**config.mk**
```make
export PLATFORM = sky130hd
export DESIGN_NAME = param_load_counter
export DESIGN_NICKNAME = d
export VERILOG_FILES = /design/src/rtl/param_load_counter_pkg.sv /design/src/rtl/plc_snapshot.sv /design/src/rtl/param_load_counter.sv
export SDC_FILE = /design/constraint.sdc
export NUM_CORES = 1
export LEC_CHECK = 0
export ABC_AREA = 1
export BUFFER_PORTS_ARGS = -buffer_cell sky130_fd_sc_hd__buf_2
export CORE_ASPECT_RATIO = 0.8
export CORE_UTILIZATION = 50
export CTS_CLUSTER_SIZE = 24
export DETAILED_ROUTE_END_ITERATION = 6
export PLACE_DENSITY = 0.83
export SYNTH_ARGS = -nofsm -noshare
export SYNTH_HDL_FRONTEND = slang
export SYNTH_SLANG_ARGS = --single-unit
```
**constraint.sdc**
```tcl
create_clock -name clk -period 2.6 [get_ports clk]
set_input_delay 0.52 -clock clk [delete_from_list [all_inputs] [get_ports clk]]
set_output_delay 0.52 -clock clk [all_outputs]
set_load 0.05 [all_outputs]
```
**src/rtl/param_load_counter_pkg.sv**
```systemverilog
// Shared types for the parametrised load counter: FSM state encoding and mode constants.
package param_load_counter_pkg;

    typedef enum logic [1:0] {
        PLC_IDLE = 2'd0,
        PLC_RUN  = 2'd1,
        PLC_DONE = 2'd2
    } plc_state_t;

    localparam logic PLC_MODE_CONT    = 1'b0;
    localparam logic PLC_MODE_ONESHOT = 1'b1;

endpackage

```
**src/rtl/plc_snapshot.sv**
```systemverilog
// WIDTH-bit capture register: holds the count seen on the last edge where snap was high.
module plc_snapshot #(
    parameter int               WIDTH   = 8,
    parameter logic [WIDTH-1:0] RST_VAL = '0
) (
    input  logic             clk,
    input  logic             reset,
    input  logic             snap,
    input  logic [WIDTH-1:0] count,
    output logic [WIDTH-1:0] value
);

    always_ff @(posedge clk) begin
        if (!reset) begin
            value <= RST_VAL;
        end else if (snap) begin
            value <= count;
        end
    end

endmodule

```
**src/rtl/param_load_counter.sv**
```systemverilog
// Loadable up/down counter with programmable terminal value, continuous or one-shot.
// Optional count snapshot port enabled by PARAM_LOAD_COUNTER_SNAPSHOT_EN.
module param_load_counter
    import param_load_counter_pkg::*;
#(
    parameter int               WIDTH   = 8,
    parameter logic [WIDTH-1:0] RST_VAL = '0
) (
    input  logic             clk,
    input  logic             reset,
    input  logic             en_i,
    input  logic             load_i,
    input  logic [WIDTH-1:0] load_val_i,
    input  logic             restart_i,
    input  logic             up_i,
    input  logic             mode_i,
    input  logic [WIDTH-1:0] limit_i,
    output logic [WIDTH-1:0] count_o,
    output logic             tc_o,
    output logic             busy_o,
    output logic             done_o
`ifdef PARAM_LOAD_COUNTER_SNAPSHOT_EN
    ,
    input  logic             snap_i,
    output logic [WIDTH-1:0] snap_o
`endif
);

    plc_state_t       state_q;
    plc_state_t       state_next;
    logic [WIDTH-1:0] count_q;
    logic [WIDTH-1:0] count_next;
    logic [WIDTH-1:0] reload_q;
    logic [WIDTH-1:0] reload_next;
    logic             tc_q;
    logic             tc_next;

    logic [WIDTH-1:0] term;
    logic             active;
    logic             terminal;
    logic             oneshot;

    assign term     = up_i ? limit_i : '0;
    assign active   = en_i && (state_q != PLC_DONE);
    assign terminal = active && (count_q == term);
    assign oneshot  = (mode_i == PLC_MODE_ONESHOT);

    // FSM: state register
    always_ff @(posedge clk) begin
        if (!reset) begin
            state_q <= PLC_IDLE;
        end else begin
            state_q <= state_next;
        end
    end

    // FSM: next-state logic; load/restart always pull the counter back to IDLE
    always_comb begin
        state_next = state_q;
        if (load_i || restart_i) begin
            state_next = PLC_IDLE;
        end else begin
            case (state_q)
                PLC_IDLE: begin
                    if (en_i) begin
                        state_next = (terminal && oneshot) ? PLC_DONE : PLC_RUN;
                    end
                end
                PLC_RUN: begin
                    if (!en_i) begin
                        state_next = PLC_IDLE;
                    end else if (terminal && oneshot) begin
                        state_next = PLC_DONE;
                    end
                end
                PLC_DONE: state_next = PLC_DONE;
                default:  state_next = PLC_IDLE;
            endcase
        end
    end

    // FSM: outputs decoded from the state register only
    always_comb begin
        busy_o = (state_q == PLC_RUN);
        done_o = (state_q == PLC_DONE);
    end

    // Datapath priority: load > restart > terminal event > step > hold
    always_comb begin
        count_next  = count_q;
        reload_next = reload_q;
        tc_next     = 1'b0;
        if (load_i) begin
            count_next  = load_val_i;
            reload_next = load_val_i;
        end else if (restart_i) begin
            count_next = reload_q;
        end else if (terminal) begin
            tc_next = 1'b1;
            if (mode_i == PLC_MODE_CONT) begin
                count_next = reload_q;
            end
        end else if (active) begin
            count_next = up_i ? count_q + 1'b1 : count_q - 1'b1;
        end
    end

    always_ff @(posedge clk) begin
        if (!reset) begin
            count_q  <= RST_VAL;
            reload_q <= RST_VAL;
            tc_q     <= 1'b0;
        end else begin
            count_q  <= count_next;
            reload_q <= reload_next;
            tc_q     <= tc_next;
        end
    end

    assign count_o = count_q;
    assign tc_o    = tc_q;

`ifdef PARAM_LOAD_COUNTER_SNAPSHOT_EN
    plc_snapshot #(
        .WIDTH   (WIDTH),
        .RST_VAL (RST_VAL)
    ) u_snapshot (
        .clk   (clk),
        .reset (reset),
        .snap  (snap_i),
        .count (count_q),
        .value (snap_o)
    );
`endif

endmodule

```
==> results.md <==
* Result of the run: completed
* Die Y at 50.8 um
* Iter 0 DRT Violations at 121
* Number of rows in the core area at 17
* Cts-stage hold buffer count at 0
* Sequential share of the synthesized area at 25.5%
* Switching power at 0.323 mW
* Per-cell via count in the routed design at 4.95
* Max-Slew Margin vs Limit at 76.8%
* Final total negative setup slack at 0 ps
* Number of enable-type register cells in the synthesized netlist at 0
* Slew at the pin closest to its max-slew limit at 347 ps
* Maximum clock frequency at 495 MHz
* Total nets after synthesis at 283
* Share of synthesized registers carrying an async set or reset at 0%
* Critical path arrival at 2170 ps
* Relative contribution of sequential cells to total power at 39.0%
* Hpwl dp at 2.93 mm
* Cell Area, Synth at 0.00149 mm2
* Port Buffers at 33
* Largest net degree at the start of global routing at 20
* CP Class: in2reg
* Weighted congestion at the end of routability-driven global placement at 0.887
* GRT overflow at 0
* Number of maximum-capacitance constraint violations at 0
* Clock group share of total power at 24.9%
* Final clock skew at 4.19 ps
* Capturing element type of the critical path: flip-flop
* Antenna Diode Count at 0
* Filler-free cell count of the finished design at 326
* Total power per unit cell area at 489 mW/mm2
* WL/cell at 11.1 um
* Sw Share at 38.2%
* CTS Sinks at 19
* Crit path max fanout at 7
* Global-route wire length before repair at 6.35 mm
* Layout fillers at 282
* Chip Width at 63.0 um
* TritonCTS buffer count at 3
* Number of setup violations in the final report at 0
* Via count of the routed design at 1,613
* Avg Inst Size Synth at 5.89 um2
* Most frequently used flop master after synthesis: dfxtp_1
* Post-layout minimum cycle time at 2020 ps
* Type of element launching the critical path: primary input
* Post-Syn Instances at 253
* Fraction of final layout cells sized beyond drive strength 1 at 17.0%
* Worst-path clk slew at 80 ps
* P_int at 0.522 mW
* Global-route usage over all layers at 25.4%
* Post-synthesis sequential element count at 19
* Post-detailed-placement cell area at 0.00168 mm2
* Required time at the worst-slack endpoint at 2750 ps
* Initial standard-cell utilization of the core at 53.4%
* Detailed-route wire length at 3.61 mm
* Number of nets in the finished design at 319
* TritonCTS clock tree: done
* Combinational Power Share at 36.1%
* Period utilisation layout at 77.7%
* Number of global-route vias before repair at 1,410
* Setup repair after global routing missed its margin: no
* Fraction of post-synthesis cell area in the top cell type by area at 25.5%
* Max H-tree Level at 1
* Number of buffers added for setup after CTS at 0
* Placeable core region at 0.00279 mm2
* Library cell with the highest instance count after synthesis: nand2_1
* DRC violation count after routing at 0
* Most frequent cells after synthesis: nand2_1, nor2_1, inv_1
* Count of yosys warnings during synthesis at 0
* Final count of hold timing violations at 0
* Fin util at 62.0%
* Initial antenna violation count at 0
* CTS max path bufs at 2
* Number of search-and-repair iterations in the first detailed-routing pass at 4
* Floorplan die area at 0.00320 mm2
* Min-Delay Path Class: reg2reg
* Placed cell count at 322
* Clock insertion delay at the later pin of the skew report at 260 ps
* Syn-to-layout area delta at 16.1%
* Final instance area at 0.00173 mm2
* Leakage dissipation at 0.987 nW
* Final Max Slew Viols at 0
* Resized Gates After CTS at 0
* Largest cells by area after synthesis: dfxtp_1, nand2_1, nor2_1
* I/O pin cnt at 34
* Max rail drop VDD at 0.490 mV
* Root buffer selected by CTS: clkbuf_8
* Smallest hold slack at 468 ps
* Cell variety after synth at 26
* Antenna-violating nets left at 0
* Largest area contributor in the synthesized netlist: dfxtp_1
stage by stage:
step                      total power, mW  setup WS [ps]
after global routing                0.906            444
after floorplan                     0.563            601
after CTS                           0.845            631
final                               0.845            580
after detailed placement            0.639            355
after global placement              0.633            429
logic make-up (layout without fill, tap and decap cells):
family	after synthesis	count (layout)	share of synthesized area, %
AOI/OAI and AO/OA	22	22	8.15
adders and majority gates	7	7	6.39
buffers and inverters	35	70	10.2
and+or+nand+nor	166	166	47.4
xor gates and xnor gates	4	4	2.35
DFF	19	19	25.5
area by class of cell:
type,count,area [um2],area share [%]
sequential,19,380,22.0
clock inverter,1,5.00,0.290
tap,38,47.5,2.75
timing repair buffer,35,180,10.4
clock buffer,3,41.3,2.39
multi-input combinational,199,957,55.4
inverter,31,116,6.73
metal layers:
metal	up-vias	track usage, %	part of all wire, %
li1	865	-	-
met1	695	36.4	50
met2	53	40.5	42
met3	0	5.58	7.3
met4	0	1.94	0
met5	-	0	0
critical path, stage by stage:
cell	delay, ps
buf_2	100
inv_1	220
ha_1	320
a21oi_1	210
a21boi_0	280
nand2_1	100
nand2_1	60
nand2_1	40
nand2_1	60
nand3_1	70
nor2_1	130
nor2_1	50
power groups by stage:
stage	clock network [mW]	registers, mW	logic, mW
after floorplan	0	0.371	0.191
after global placement	0	0.336	0.298
after detailed placement	0	0.336	0.302
after CTS	0.212	0.329	0.303
after global routing	0.232	0.333	0.341
final	0.210	0.330	0.305
cells in the final DEF, fill, tap and decap left out:
cell / count
nand2_1: 89
nor2_1: 39
buf_2: 33
inv_1: 29
nand3_1: 26
dfxtp_1: 19
a21oi_1: 15
ha_1: 6
nand2_2: 3
a21boi_0: 3
clkbuf_8: 3
clkinv_1: 2
nand4_1: 2
o21ai_0: 2
or2_2: 2
xor2_1: 2
xnor2_1: 2
buf_4: 2
nand4_2: 1
nor2_2: 1
nand3_2: 1
nor2_4: 1
o21bai_1: 1
nand2_4: 1
o22ai_1: 1
fa_1: 1
clkinv_2: 1
flip-flops by register name (all words and copies together), names as in the netlist:
name and cells:
count_o 8, state_q 2, reload_q 8, tc_o 1
worst paths after layout:
check        cells after the start                      from  slack (ps)                  endpoint
min                              2  reload_q[2]$_SDFFE_PN0P_         470  reload_q[2]$_SDFFE_PN0P_
max                             12                      up_i         580   count_o[7]$_SDFFE_PN0P_
min reg2reg                      2  reload_q[2]$_SDFFE_PN0P_         470  reload_q[2]$_SDFFE_PN0P_
max reg2reg                     10   count_o[6]$_SDFFE_PN0P_         790   count_o[7]$_SDFFE_PN0P_
No activity file was read; power rests on OpenSTA's default activity.
